--- config.mk ---
export PLATFORM = sky130hd
export DESIGN_NAME = seq_divider
export DESIGN_NICKNAME = d
export VERILOG_FILES = /design/src/rtl/seq_divider.sv
export SDC_FILE = /design/constraint.sdc
export NUM_CORES = 1
export LEC_CHECK = 0
export BUFFER_PORTS_ARGS = -buffer_cell sky130_fd_sc_hd__buf_2
export CAP_MARGIN = 5
export CORE_MARGIN = 2
export CORE_UTILIZATION = 30
export CTS_BUF_LIST = sky130_fd_sc_hd__clkbuf_8
export DETAILED_ROUTE_END_ITERATION = 6
export PLACE_DENSITY_LB_ADDON = 0.12
export SETUP_SLACK_MARGIN = 0.05
export SYNTH_ARGS = -nofsm -noshare
export SYNTH_HDL_FRONTEND = slang
export SYNTH_SLANG_ARGS = --single-unit
--- constraint.sdc ---
create_clock -name clk -period 2.6 [get_ports clk]
set_input_delay 0.39 -clock clk [delete_from_list [all_inputs] [get_ports clk]]
set_output_delay 0.39 -clock clk [all_outputs]
set_load 0.01 [all_outputs]
--- src/rtl/seq_divider.sv ---
// Multi-cycle unsigned restoring divider: one quotient bit per clock behind a
// start/busy/done handshake so the ALU controller can stall on it.
module seq_divider #(
  parameter int WIDTH = 8
) (
  input  logic             clk,
  input  logic             rst,
  input  logic             start,
  input  logic [WIDTH-1:0] dividend,
  input  logic [WIDTH-1:0] divisor,
  output logic             busy,
  output logic             done,
  output logic [WIDTH-1:0] quotient,
  output logic [WIDTH-1:0] remainder,
  output logic             div_by_zero
);

  localparam int CNT_W = $clog2(WIDTH + 1);

  typedef enum logic [1:0] {
    S_IDLE,
    S_RUN,
    S_DONE
  } state_t;

  state_t           state;
  state_t           state_n;

  logic [WIDTH-1:0] rem_w;
  logic [WIDTH-1:0] quo_w;
  logic [WIDTH-1:0] dvs_w;
  logic [CNT_W-1:0] cnt_w;

  logic [WIDTH-1:0] rem_n;
  logic [WIDTH-1:0] quo_n;
  logic             last_iter;

  // One shift-and-subtract step. The shifted remainder needs WIDTH+1 bits;
  // the sign of the trial difference decides whether to keep or restore it.
  function automatic logic [2*WIDTH-1:0] restore_step(
    input logic [WIDTH-1:0] rem,
    input logic [WIDTH-1:0] quo,
    input logic [WIDTH-1:0] dvs
  );
    logic        [WIDTH:0]   shrem;
    logic signed [WIDTH:0]   trial;
    logic        [WIDTH-1:0] qs;
    shrem = {rem, quo[WIDTH-1]};
    qs    = quo << 1;
    trial = $signed(shrem) - $signed({1'b0, dvs});
    if (trial[WIDTH]) begin
      return {shrem[WIDTH-1:0], qs};
    end
    return {trial[WIDTH-1:0], qs | WIDTH'(1)};
  endfunction

  assign {rem_n, quo_n} = restore_step(rem_w, quo_w, dvs_w);
  assign last_iter      = (cnt_w == CNT_W'(WIDTH - 1));

  always_ff @(posedge clk or posedge rst) begin
    if (rst) begin
      state <= S_IDLE;
    end else begin
      state <= state_n;
    end
  end

  always_comb begin
    state_n = state;
    busy    = 1'b0;
    done    = 1'b0;
    case (state)
      S_IDLE: begin
        if (start) begin
          state_n = (divisor == '0) ? S_DONE : S_RUN;
        end
      end
      S_RUN: begin
        busy = 1'b1;
        if (last_iter) begin
          state_n = S_DONE;
        end
      end
      S_DONE: begin
        done    = 1'b1;
        state_n = S_IDLE;
      end
      default: state_n = S_IDLE;
    endcase
  end

  // Working registers advance only in RUN; the visible results change only on
  // completion (or the divide-by-zero shortcut) and otherwise hold.
  always_ff @(posedge clk or posedge rst) begin
    if (rst) begin
      rem_w       <= '0;
      quo_w       <= '0;
      dvs_w       <= '0;
      cnt_w       <= '0;
      quotient    <= '0;
      remainder   <= '0;
      div_by_zero <= 1'b0;
    end else begin
      case (state)
        S_IDLE: begin
          if (start) begin
            dvs_w <= divisor;
            rem_w <= '0;
            quo_w <= dividend;
            cnt_w <= '0;
            if (divisor == '0) begin
              quotient    <= '1;
              remainder   <= dividend;
              div_by_zero <= 1'b1;
            end
          end
        end
        S_RUN: begin
          rem_w <= rem_n;
          quo_w <= quo_n;
          cnt_w <= cnt_w + CNT_W'(1);
          if (last_iter) begin
            quotient    <= quo_n;
            remainder   <= rem_n;
            div_by_zero <= 1'b0;
          end
        end
        default: begin
        end
      endcase
    end
  end

endmodule

==> impl_metrics.yaml <==
outcome:
  outcome: "completed"
floorplanning:
  die_h_um: 96.3
  dieWidth_um: 96.3
  number_of_standard_cell_rows_in_the_floorplan: 33
  start_util_pct: 31.1
  core_region_area_um2: 8220
  die-area_um2: 9270
  num_io_pins: 38
worst_setup_path:
  cp.arrival_ps: 2630
  critical_path.slowest_cell: "sky130_fd_sc_hd__or4_1"
  worstPathRequired_ps: 2830
  r2r_end: "remainder[3]"
  launch_instance_of_the_worst_register_to_register_path: "quo_w[7]"
  max_stage_delay_ps: 540
  critPathLaunchType: "register"
  timing.critical_path.depth: 9
  critical_path_class: "reg2reg"
  worstRegToRegCells: 9
  cpLargestDelayFamily: "compound AO/OA/AOI/OAI gates"
  critPathBufInv: 2
  crit_start: "quo_w[7]"
  crit_path_cell_trace: "inv_1 -> ha_1 -> inv_1 -> fa_2 -> a211oi_2 -> o211a_1 -> o211ai_2 -> or4_1 -> a31oi_1"
  worst-path-max-fanout: 3
  most_frequent_cell_on_the_critical_path: "sky130_fd_sc_hd__inv_1"
  setup.reg_to_reg.worst_slack_ps: 200
  timing.critical_path.to: "remainder[3]"
  timing.critical_path.to_type: "register"
final_layout:
  diodes: 0
  fin_cells: 426
  layout-drive-gt1-share_pct: 22.4
  regArea_um2: 1180
  filler_cells_inserted: 884
  multi_input_area_um2: 1280
  final_net_count: 349
  area_growth_pct: 18.3
route:
  drt_pre_antenna_iters: 4
  detailroute.via_count: 2164
  final_antenna_net_count: 0
  avgRoutedWirePerCell_um: 15.8
  drcViolationCount: 0
  routed_wirelength_mm: 6.71
  average_via_count_per_standard_cell: 5.08
  initialDrtViolationCount: 109
synth:
  synthArstFlopShare_pct: 100
  post_synthesis_sequential_area_ratio_pct: 46.0
  synthDistinctLibCells: 54
  synth_seq_cells: 47
  list_of_most_frequent_post_synthesis_cells: "sky130_fd_sc_hd__dfrtp_1 (47), sky130_fd_sc_hd__nand2_1 (41), sky130_fd_sc_hd__o21ai_0 (27), sky130_fd_sc_hd__nor2_1 (25), sky130_fd_sc_hd__inv_1 (13)"
  yosysWarnings: 0
  post_synth_instance_area_um2: 2550
  yosys.area.top_type: "sky130_fd_sc_hd__dfrtp_1"
  synth_simple_gate_area_share_pct: 17.8
  yosys.area_share.adder_pct: 5.19
  postSynthCellCount: 276
  synth_compound_gate_area_share_pct: 21.8
  synthXorXnorAreaFrac_pct: 1.71
  synth_flop_cell: "sky130_fd_sc_hd__dfrtp_1"
  number_of_synthesized_flops_with_an_enable_pin: 0
  synth_largest_type_area_fraction_pct: 46.0
  synth_top_family_by_area: "compound AO/OA/AOI/OAI gates"
  synth_top_cells_by_area: "sky130_fd_sc_hd__dfrtp_1 (46%), sky130_fd_sc_hd__nand2_1 (6.0%), sky130_fd_sc_hd__o21ai_0 (5.3%)"
  yosys-mux-area-fraction_pct: 3.18
  synthMostInstantiatedCell: "sky130_fd_sc_hd__dfrtp_1"
  syn-num-nets: 305
  mapped_avg_cell_area_um2: 9.26
pwr:
  leakagePower_nw: 1.37
  finalPower_mw: 4.37
  max-vdd-ir-drop_mv: 0.457
  pd_cells_nw_per_um2: 1450
  p_int_mw: 2.41
  comb_power_share_pct: 58.1
  share_clk_of_total_power_pct: 11.5
  power_switching_share_pct: 45.0
  share_seq_of_total_power_pct: 30.4
  p_sw_mw: 1.97
timing:
  clock_skew_ps: 12.4
  final_period_minus_worst_setup_slack_ps: 2400
  slew-limit-headroom_pct: 71.3
  fmax_mhz: 417
  final_min_period_over_clock_period_pct: 92.3
  slew_at_the_pin_with_the_worst_max_slew_slack_ps: 430
  finalSetupTns_ps: 0
  final-setup-viol-count: 0
  grt_setup_unrepaired: "false"
  slew_violations: 0
  report.final.hold_viol_count: 0
cts:
  tritoncts: "built"
  cts_root_buffer: "sky130_fd_sc_hd__clkbuf_8"
  worst_skew_pair.late_latency_ps: 310
  clock_path_buffers: 2
  cts-buffers-inserted: 5
  cts_sinks: 47
  cts-htree-levels: 2
  clkSlewWorstSetupHoldPaths_ps: 100
min_path:
  hold_class: "in2async"
grt:
  grt_util_all_layers_pct: 16.1
  grt_overflow: 0
  number_of_global_route_vias_before_repair: 2168
  pin_count_of_the_biggest_net_entering_global_routing: 23
  antenna_found_initial: 0
  grt_first_pass_wirelength_mm: 11.2
place:
  place_hpwl_mm: 5.05
  portBuffers: 37
  numPlacedInstances: 417
  place.gp.congestion: 0.801
run:
  maxCapViolations: 0
-- kinds of logic after synthesis --
logic type | after synthesis
buffers and inverters | 27
multiplexers | 8
XOR/XNOR | 5
AND/OR/NAND/NOR | 98
AO/OA/AOI/OAI | 81
adder cells (fa/ha/maj) | 10
flip-flops | 47
-- state kept, by name, summed over array words and instances (netlist names) --
name and flops:
quotient 8, rem_w 8, cnt_w 4, div_by_zero 1, state 2, dvs_w 8
quo_w 8, remainder 8
-- area by class of cell --
cell class                      count  area share, %
Clock buffer                        7           3.19
Clock inverter                      1          0.248
Inverter                           14           1.74
Multi-Input combinational cell    202           42.2
Sequential cell                    47           38.9
Tap cell                          105           4.35
Timing Repair Buffer               50           9.35
-- cells in the final DEF (no fill, tap or decap), types with 2 or more instances in the layout --
cell type                   netlist  layout
sky130_fd_sc_hd__dfrtp_1         47      47
sky130_fd_sc_hd__nand2_1         41      41
sky130_fd_sc_hd__buf_2            1      37
sky130_fd_sc_hd__o21ai_0         27      27
sky130_fd_sc_hd__nor2_1          25      25
sky130_fd_sc_hd__buf_4            0      13
sky130_fd_sc_hd__inv_1           13      12
sky130_fd_sc_hd__nand3_1         11      11
sky130_fd_sc_hd__a21oi_1         10      10
sky130_fd_sc_hd__ha_1             9       9
sky130_fd_sc_hd__o22a_1           8       8
sky130_fd_sc_hd__mux2i_1          7       7
sky130_fd_sc_hd__a2bb2oi_1        7       7
sky130_fd_sc_hd__clkbuf_8         0       7
sky130_fd_sc_hd__a31oi_1          6       6
sky130_fd_sc_hd__xor2_1           4       4
sky130_fd_sc_hd__nand2b_1         3       3
sky130_fd_sc_hd__or4_1            3       3
sky130_fd_sc_hd__nor3_1           3       3
sky130_fd_sc_hd__or4_4            2       2
sky130_fd_sc_hd__o211ai_1         2       2
sky130_fd_sc_hd__nor2b_1          2       2
sky130_fd_sc_hd__a32oi_1          2       2
-- worst min path at each step --
stage             start            to  depth (start not counted)
6_report            rst  remainder[5]                          2
5_1_grt             rst  remainder[5]                          2
4_1_cts             rst  remainder[5]                          2
3_5_place_dp        rst      cnt_w[1]                          2
3_3_place_gp        rst      cnt_w[3]                          2
2_1_floorplan  cnt_w[3]      cnt_w[3]                          1
-- per-stage QoR --
stage	area (um2)	utilization, %	setup slack (ps)	hold WS [ps]
global route	3020	36.8	57.6	93.9
finish	3020	36.8	199	67.2
CTS	3010	36.7	71.4	84.7
detailed placement	2910	35.4	104	428
global placement	2910	35.4	172	417
floorplan	2550	-	192	450
-- routing by layer --
metal | global-route usage (%) | wire (um) | vias to the layer above
met3 | 3.60 | 403 | 10
met2 | 24.9 | 2940 | 62
li1 | - | - | 1075
met4 | 3.93 | 118 | 0
met1 | 22.6 | 3250 | 1017
met5 | 0 | 0 | -
-- power by group through the flow --
| stage | clock (mW) | sequential, mW | combinational [mW] |
|---|---|---|---|
| after floorplan | 0 | 1.33 | 1.76 |
| after global placement | 0 | 1.35 | 2.50 |
| after detailed placement | 0 | 1.35 | 2.50 |
| after CTS | 0.525 | 1.34 | 2.51 |
| after global routing | 0.557 | 1.38 | 2.91 |
| final | 0.502 | 1.33 | 2.54 |
-- worst reg2reg max path: cells and delay by family (launching register included) --
family,cells,cell delay [ps]
adder cells (fa/ha/maj),2,520
AND/OR/NAND/NOR,1,540
AO/OA/AOI/OAI,4,760
flip-flops,1,370
buffers and inverters,2,140
-- what timing repair did --
item                                    4_1_cts  5_1_grt
resized for setup                             0        2
setup buffers                                 0        1
hold buffers                                  0        0
hold endpoints to repair                      0        0
endpoints found under the setup margin        0       10
Note: power is estimated with default switching activity, not from simulation.
